File: config.mk
export PLATFORM = sky130hd
export DESIGN_NAME = adder_multicycle
export DESIGN_NICKNAME = d
export VERILOG_FILES = /design/src/rtl/adder_multicycle.sv
export SDC_FILE = /design/constraint.sdc
export NUM_CORES = 1
export LEC_CHECK = 0
export BUFFER_PORTS_ARGS = -buffer_cell sky130_fd_sc_hd__buf_2
export CAP_MARGIN = 0
export CORE_MARGIN = 1
export CORE_UTILIZATION = 57
export DETAILED_ROUTE_END_ITERATION = 6
export GPL_TIMING_DRIVEN = 0
export HOLD_SLACK_MARGIN = 0.02
export PLACE_DENSITY = 0.86
export SYNTH_ARGS = -nofsm -noshare
export SYNTH_HDL_FRONTEND = slang
export SYNTH_SLANG_ARGS = --single-unit
File: constraint.sdc
create_clock -name Clk -period 5.8 [get_ports Clk]
set_clock_uncertainty 0.15 [all_clocks]
set_input_delay 0.29 -clock Clk [delete_from_list [all_inputs] [get_ports Clk]]
set_output_delay 0.29 -clock Clk [all_outputs]
set_load 0.03 [all_outputs]
File: src/rtl/adder_multicycle.sv
// Multi-cycle ripple adder/subtractor, CHUNK bits per clock, registered carry between chunks.
// Define ADDER_MULTICYCLE_ACCUMULATE_EN to add the Acc port (opA taken from Sum).
module adder_multicycle #(
  parameter int WIDTH = 16,
  parameter int CHUNK = 4
) (
  input  logic             Clk,
  input  logic             Reset,
  input  logic             Start,
  input  logic             Sub,
`ifdef ADDER_MULTICYCLE_ACCUMULATE_EN
  input  logic             Acc,
`endif
  input  logic [WIDTH-1:0] A,
  input  logic [WIDTH-1:0] B,
  output logic             Busy,
  output logic             Done,
  output logic [WIDTH-1:0] Sum,
  output logic             Carry,
  output logic             Overflow
);

  localparam int N  = WIDTH / CHUNK;
  localparam int CW = (N > 1) ? $clog2(N) : 1;
  localparam logic [CW-1:0] LAST = CW'(N - 1);

  typedef enum logic [1:0] {
    IDLE,
    BUSY,
    DONE
  } state_t;

  state_t           state;
  state_t           state_nxt;
  logic [WIDTH-1:0] op_a;
  logic [WIDTH-1:0] op_b;
  logic [WIDTH-1:0] work;
  logic [WIDTH-1:0] res;
  logic [WIDTH-1:0] a_src;
  logic [CW-1:0]    count;
  logic             cy;
  logic [CHUNK-1:0] a_ch;
  logic [CHUNK-1:0] b_ch;
  logic [CHUNK-1:0] s_ch;
  logic             c_out;
  logic             last;
  int               idx;

  always_comb begin
`ifdef ADDER_MULTICYCLE_ACCUMULATE_EN
    a_src = Acc ? Sum : A;
`else
    a_src = A;
`endif
  end

  always_comb begin
    idx  = int'(count) * CHUNK;
    a_ch = op_a[idx +: CHUNK];
    b_ch = op_b[idx +: CHUNK];
    {c_out, s_ch} = {1'b0, a_ch}
                  + {1'b0, b_ch}
                  + {{CHUNK{1'b0}}, cy};
    res = work;
    res[idx +: CHUNK] = s_ch;
    last = (count == LAST);
  end

  always_comb begin
    state_nxt = state;
    unique case (state)
      IDLE:    if (Start) state_nxt = BUSY;
      BUSY:    if (last) state_nxt = DONE;
      DONE:    state_nxt = IDLE;
      default: state_nxt = IDLE;
    endcase
  end

  always_ff @(posedge Clk or posedge Reset) begin
    if (Reset) state <= IDLE;
    else       state <= state_nxt;
  end

  always_ff @(posedge Clk or posedge Reset) begin
    if (Reset) begin
      op_a     <= '0;
      op_b     <= '0;
      work     <= '0;
      count    <= '0;
      cy       <= 1'b0;
      Sum      <= '0;
      Carry    <= 1'b0;
      Overflow <= 1'b0;
    end else begin
      if (state == IDLE && Start) begin
        op_a  <= a_src;
        op_b  <= Sub ? ~B : B;
        cy    <= Sub;
        count <= '0;
        work  <= '0;
      end else if (state == BUSY) begin
        work  <= res;
        cy    <= c_out;
        count <= count + CW'(1);
        if (last) begin
          Sum      <= res;
          Carry    <= c_out;
          // carry into MSB recovered from the MSB sum bit, so any CHUNK works
          Overflow <= op_a[WIDTH-1] ^ op_b[WIDTH-1]
                    ^ res[WIDTH-1] ^ c_out;
        end
      end
    end
  end

  assign Busy = (state == BUSY);
  assign Done = (state == DONE);

endmodule
==> impl_metrics.tcl <==
set metrics [dict create \
    run_status "completed" \
    die_height_um 79.0 \
    cts_root_buf "sky130_fd_sc_hd__clkbuf_8" \
    seqPwrFrac_pct 30.7 \
    fmax_mhz 313 \
    synth.top_cell.area_share_pct 52.5 \
    layout-drive-gt1-share_pct 27.2 \
    place.gp.congestion 0.805 \
    hpwl_um 5030 \
    cp_common_cell "sky130_fd_sc_hd__fa_1" \
    worstPathBufferInverterCount 2 \
    tightestPinTransition_ns 1.07 \
    number_of_synthesized_register_bits 71 \
    async_reset_ff_share_pct 100 \
    cts_repair_resize_count 0 \
    fin_area_um2 4020 \
    postCtsSetupBuffers 0 \
    time_the_worst_path_needs_with_i_o_delays_and_setup_ns 3.19 \
    slew_headroom_pct 27.6 \
    worstHoldPathCells 2 \
    synth_ff_type "sky130_fd_sc_hd__dfrtp_1" \
    report.final.setup_viol 0 \
    row_count 27 \
    power.density_nw_per_um2 684 \
    clock_tree.htree_level_count 3 \
    routed-via-count 2576 \
    final_critical_path_setup_slack_ns 2.61 \
    synth.yosys.seq_area_share_pct 52.5 \
    cts_max_path_buffers 2 \
    critPathTopFamily "adder cells" \
    internal_power_mw 1.51 \
    drv.max_cap_violation_count 0 \
    fillers 435 \
    r2r.worst_path.cells 7 \
    worst_ir_drop_vdd_mv 0.353 \
    setup_tns_ns 0 \
    worst_path_largest_cell_delay_ns 0.58 \
    synth_edf_count 0 \
    grt_start_max_net_pins 72 \
    num_antenna_cells 0 \
    first_global_vias 2503 \
    grt.overflow.total 0 \
    pre_cts_ws_ns 2.66 \
    worst-endpoint-required_ns 5.94 \
    residual_drc 0 \
    final_max_slew_viol_count 0 \
    tritoncts_clock_tree "built" \
    area_growth_pct 18.8 \
    power.share.clock_pct 15.8 \
    cpMaxStageDelayCell "sky130_fd_sc_hd__mux4_2" \
    r2r_setup_slack_ns 2.61 \
    grt_setup_unrepaired "no" \
    critical_path.startpoint_type "flip-flop" \
    antenna_found_initial 0 \
    critPathMaxFanout 10 \
    detail_route.wirelength_um 7260 \
    synth.cell_area_um2 3380 \
    finalNonFillerCells 444 \
    drt_first_iter_violations 307 \
    gr-usage-all-layers_pct 25.9 \
    hold_slack_ns 0.0240 \
    synth_largest_area_cell "sky130_fd_sc_hd__dfrtp_1" \
    synth_top_cells_by_area "sky130_fd_sc_hd__dfrtp_1, sky130_fd_sc_hd__mux2_2, sky130_fd_sc_hd__mux4_2" \
    p_leak_nw 1.84 \
    die_w_um 79.0 \
    timing.critical_path.cells "buf_2 -> mux4_2 -> fa_1 -> inv_1 -> fa_1 -> nor2_1 -> a22o_1" \
    hold-path-endpoint "op_a[11]$_DFFE_PP0P_" \
    antenna_violation_net_count_after_detailed_routing 0 \
    switching_share_pct 45.1 \
    grt_first_pass_wirelength_um 12000 \
    end_kind "flip-flop" \
    post_dp_cell_area_um2 3740 \
    clkTransAtPathRegs_ns 0.07 \
    timing.hold.worst.class "input pin to flip-flop" \
    worstPathArrival_ns 3.33 \
    fp.dieArea_um2 6250 \
    clock_insertion_delay_at_the_later_pin_of_the_skew_report_ns 0.35 \
    synth_nets 344 \
    core_area_um2 5610 \
    regToRegStartpoint "count[0]$_DFFE_PP0P_" \
    initial_utilization_pct 60.3 \
    syn_avg_cell_area_um2 11.4 \
    pwr-share-comb_pct 53.6 \
    timing_worst_setup_path_type "flip-flop to flip-flop" \
    number_of_sinks_driven_by_the_clock_tree 71 \
    yosysUniqueCellTypes 33 \
    placed_cells_incl_taps 423 \
    timing.final.hold_violations 0 \
    design.final.nets 415 \
    regToRegEndpoint "work[5]$_DFFE_PP0P_" \
    drt_first_pass_iters 6 \
    average_routed_wire_per_standard_cell_um 16.3 \
    ys.warnings.count 0 \
    via_per_inst 5.80 \
    port_buffers 54 \
    hold_path.startpoint "A[11]" \
    syn-instance-count 297 \
    cts_inserted_buffers 9 \
    ioPinCount 56 \
    sw_power_mw 1.24 \
    hold_buffer_count_at_cts 6 \
    min_period_over_period_pct 55.0 \
]
==> layout make-up <==
type	count	area (um^2)	area share, %
Clock inverter	4	70.1	1.74
Multi-Input combinational cell	196	1490	37.0
Sequential cell	71	1780	44.2
Timing Repair Buffer	60	330	8.22
Clock buffer	11	141	3.52
Buffer	15	61.3	1.53
Inverter	15	58.8	1.46
Tap cell	72	90.1	2.24
==> synthesized netlist by cell type, types with 2 or more instances <==
cell                        n
sky130_fd_sc_hd__clkbuf_1   9
sky130_fd_sc_hd__a22o_1    11
sky130_fd_sc_hd__a32o_1     4
sky130_fd_sc_hd__a22oi_1   12
sky130_fd_sc_hd__fa_1       2
sky130_fd_sc_hd__a21oi_1   23
sky130_fd_sc_hd__nor3_1     2
sky130_fd_sc_hd__and3_1     3
sky130_fd_sc_hd__xnor2_1   19
sky130_fd_sc_hd__inv_1     13
sky130_fd_sc_hd__nand2_1   24
sky130_fd_sc_hd__ha_1       9
sky130_fd_sc_hd__buf_2      4
sky130_fd_sc_hd__mux2_2    17
sky130_fd_sc_hd__dfrtp_1   71
sky130_fd_sc_hd__o21ai_0   24
sky130_fd_sc_hd__mux4_2     8
sky130_fd_sc_hd__nor2b_1    4
sky130_fd_sc_hd__buf_1      2
sky130_fd_sc_hd__nor2_1    23
==> metrics by stage <==
| stage | util, % | power, mW |
|---|---|---|
| after global routing | 71.6 | 2.91 |
| after global placement | 66.7 | 2.23 |
| after CTS | 71.6 | 2.74 |
| after floorplan | - | 1.89 |
| after detailed placement | 66.8 | 2.30 |
| final | 71.6 | 2.75 |
==> metal layers <==
metal / GRT usage [%] / routed length [um] / vias to the layer above
li1: - / - / 1188
met1: 32.9 / 2930 / 1245
met2: 42.4 / 3730 / 124
met3: 5.75 / 414 / 19
met4: 11.6 / 184 / 0
met5: 0 / 0 / -
==> state kept, by name, indices dropped and copies added (netlist names) <==
| name | cells |
|---|---|
| count | 2 |
| op_a | 16 |
| Sum | 16 |
| cy | 1 |
| Overflow | 1 |
| work | 16 |
| state | 2 |
| op_b | 16 |
| Carry | 1 |
==> worst max-delay path by stage <==
stage,start,endpoint,slack (ns),cells after the start
2_1_floorplan,count[0]$_DFFE_PP0P_,Overflow$_DFFE_PP0P_,3.00,10
3_3_place_gp,count[0]$_DFFE_PP0P_,Overflow$_DFFE_PP0P_,2.71,10
3_5_place_dp,count[0]$_DFFE_PP0P_,Overflow$_DFFE_PP0P_,2.66,10
4_1_cts,count[0]$_DFFE_PP0P_,work[5]$_DFFE_PP0P_,2.64,7
5_1_grt,count[0]$_DFFE_PP0P_,work[5]$_DFFE_PP0P_,2.49,7
6_report,count[0]$_DFFE_PP0P_,work[5]$_DFFE_PP0P_,2.61,7
==> logic make-up (layout without fill, tap and decap cells) <==
logic type | count (synthesis) | after routing | share of synthesized area, %
xor gates and xnor gates | 20 | 20 | 5.18
AOI/OAI and AO/OA | 79 | 79 | 15.3
buffers and inverters | 30 | 105 | 3.48
and+or+nand+nor | 61 | 61 | 7.99
DFF | 71 | 71 | 52.5
muxes | 25 | 25 | 11.0
adders and majority gates | 11 | 11 | 4.51
==> power by group through the flow <==
stage	logic (mW)	clock network, mW	registers, mW
CTS	1.46	0.436	0.841
global placement	1.39	0	0.831
floorplan	0.989	0	0.900
finish	1.47	0.433	0.843
detailed placement	1.45	0	0.849
global route	1.59	0.458	0.868
==> cell usage in the layout (no fill, tap or decap), types with 9 or more instances in the layout <==
cell type                  count
sky130_fd_sc_hd__inv_1        12
sky130_fd_sc_hd__ha_1          9
sky130_fd_sc_hd__mux2_2       17
sky130_fd_sc_hd__xnor2_1      19
sky130_fd_sc_hd__dfrtp_1      71
sky130_fd_sc_hd__nor2_1       23
sky130_fd_sc_hd__o21ai_0      24
sky130_fd_sc_hd__nand2_1      24
sky130_fd_sc_hd__a22o_1       11
sky130_fd_sc_hd__a21oi_1      23
sky130_fd_sc_hd__clkbuf_1     10
sky130_fd_sc_hd__buf_2        58
sky130_fd_sc_hd__a22oi_1      12
sky130_fd_sc_hd__clkbuf_8     10
Note: power is estimated with default switching activity, not from simulation.
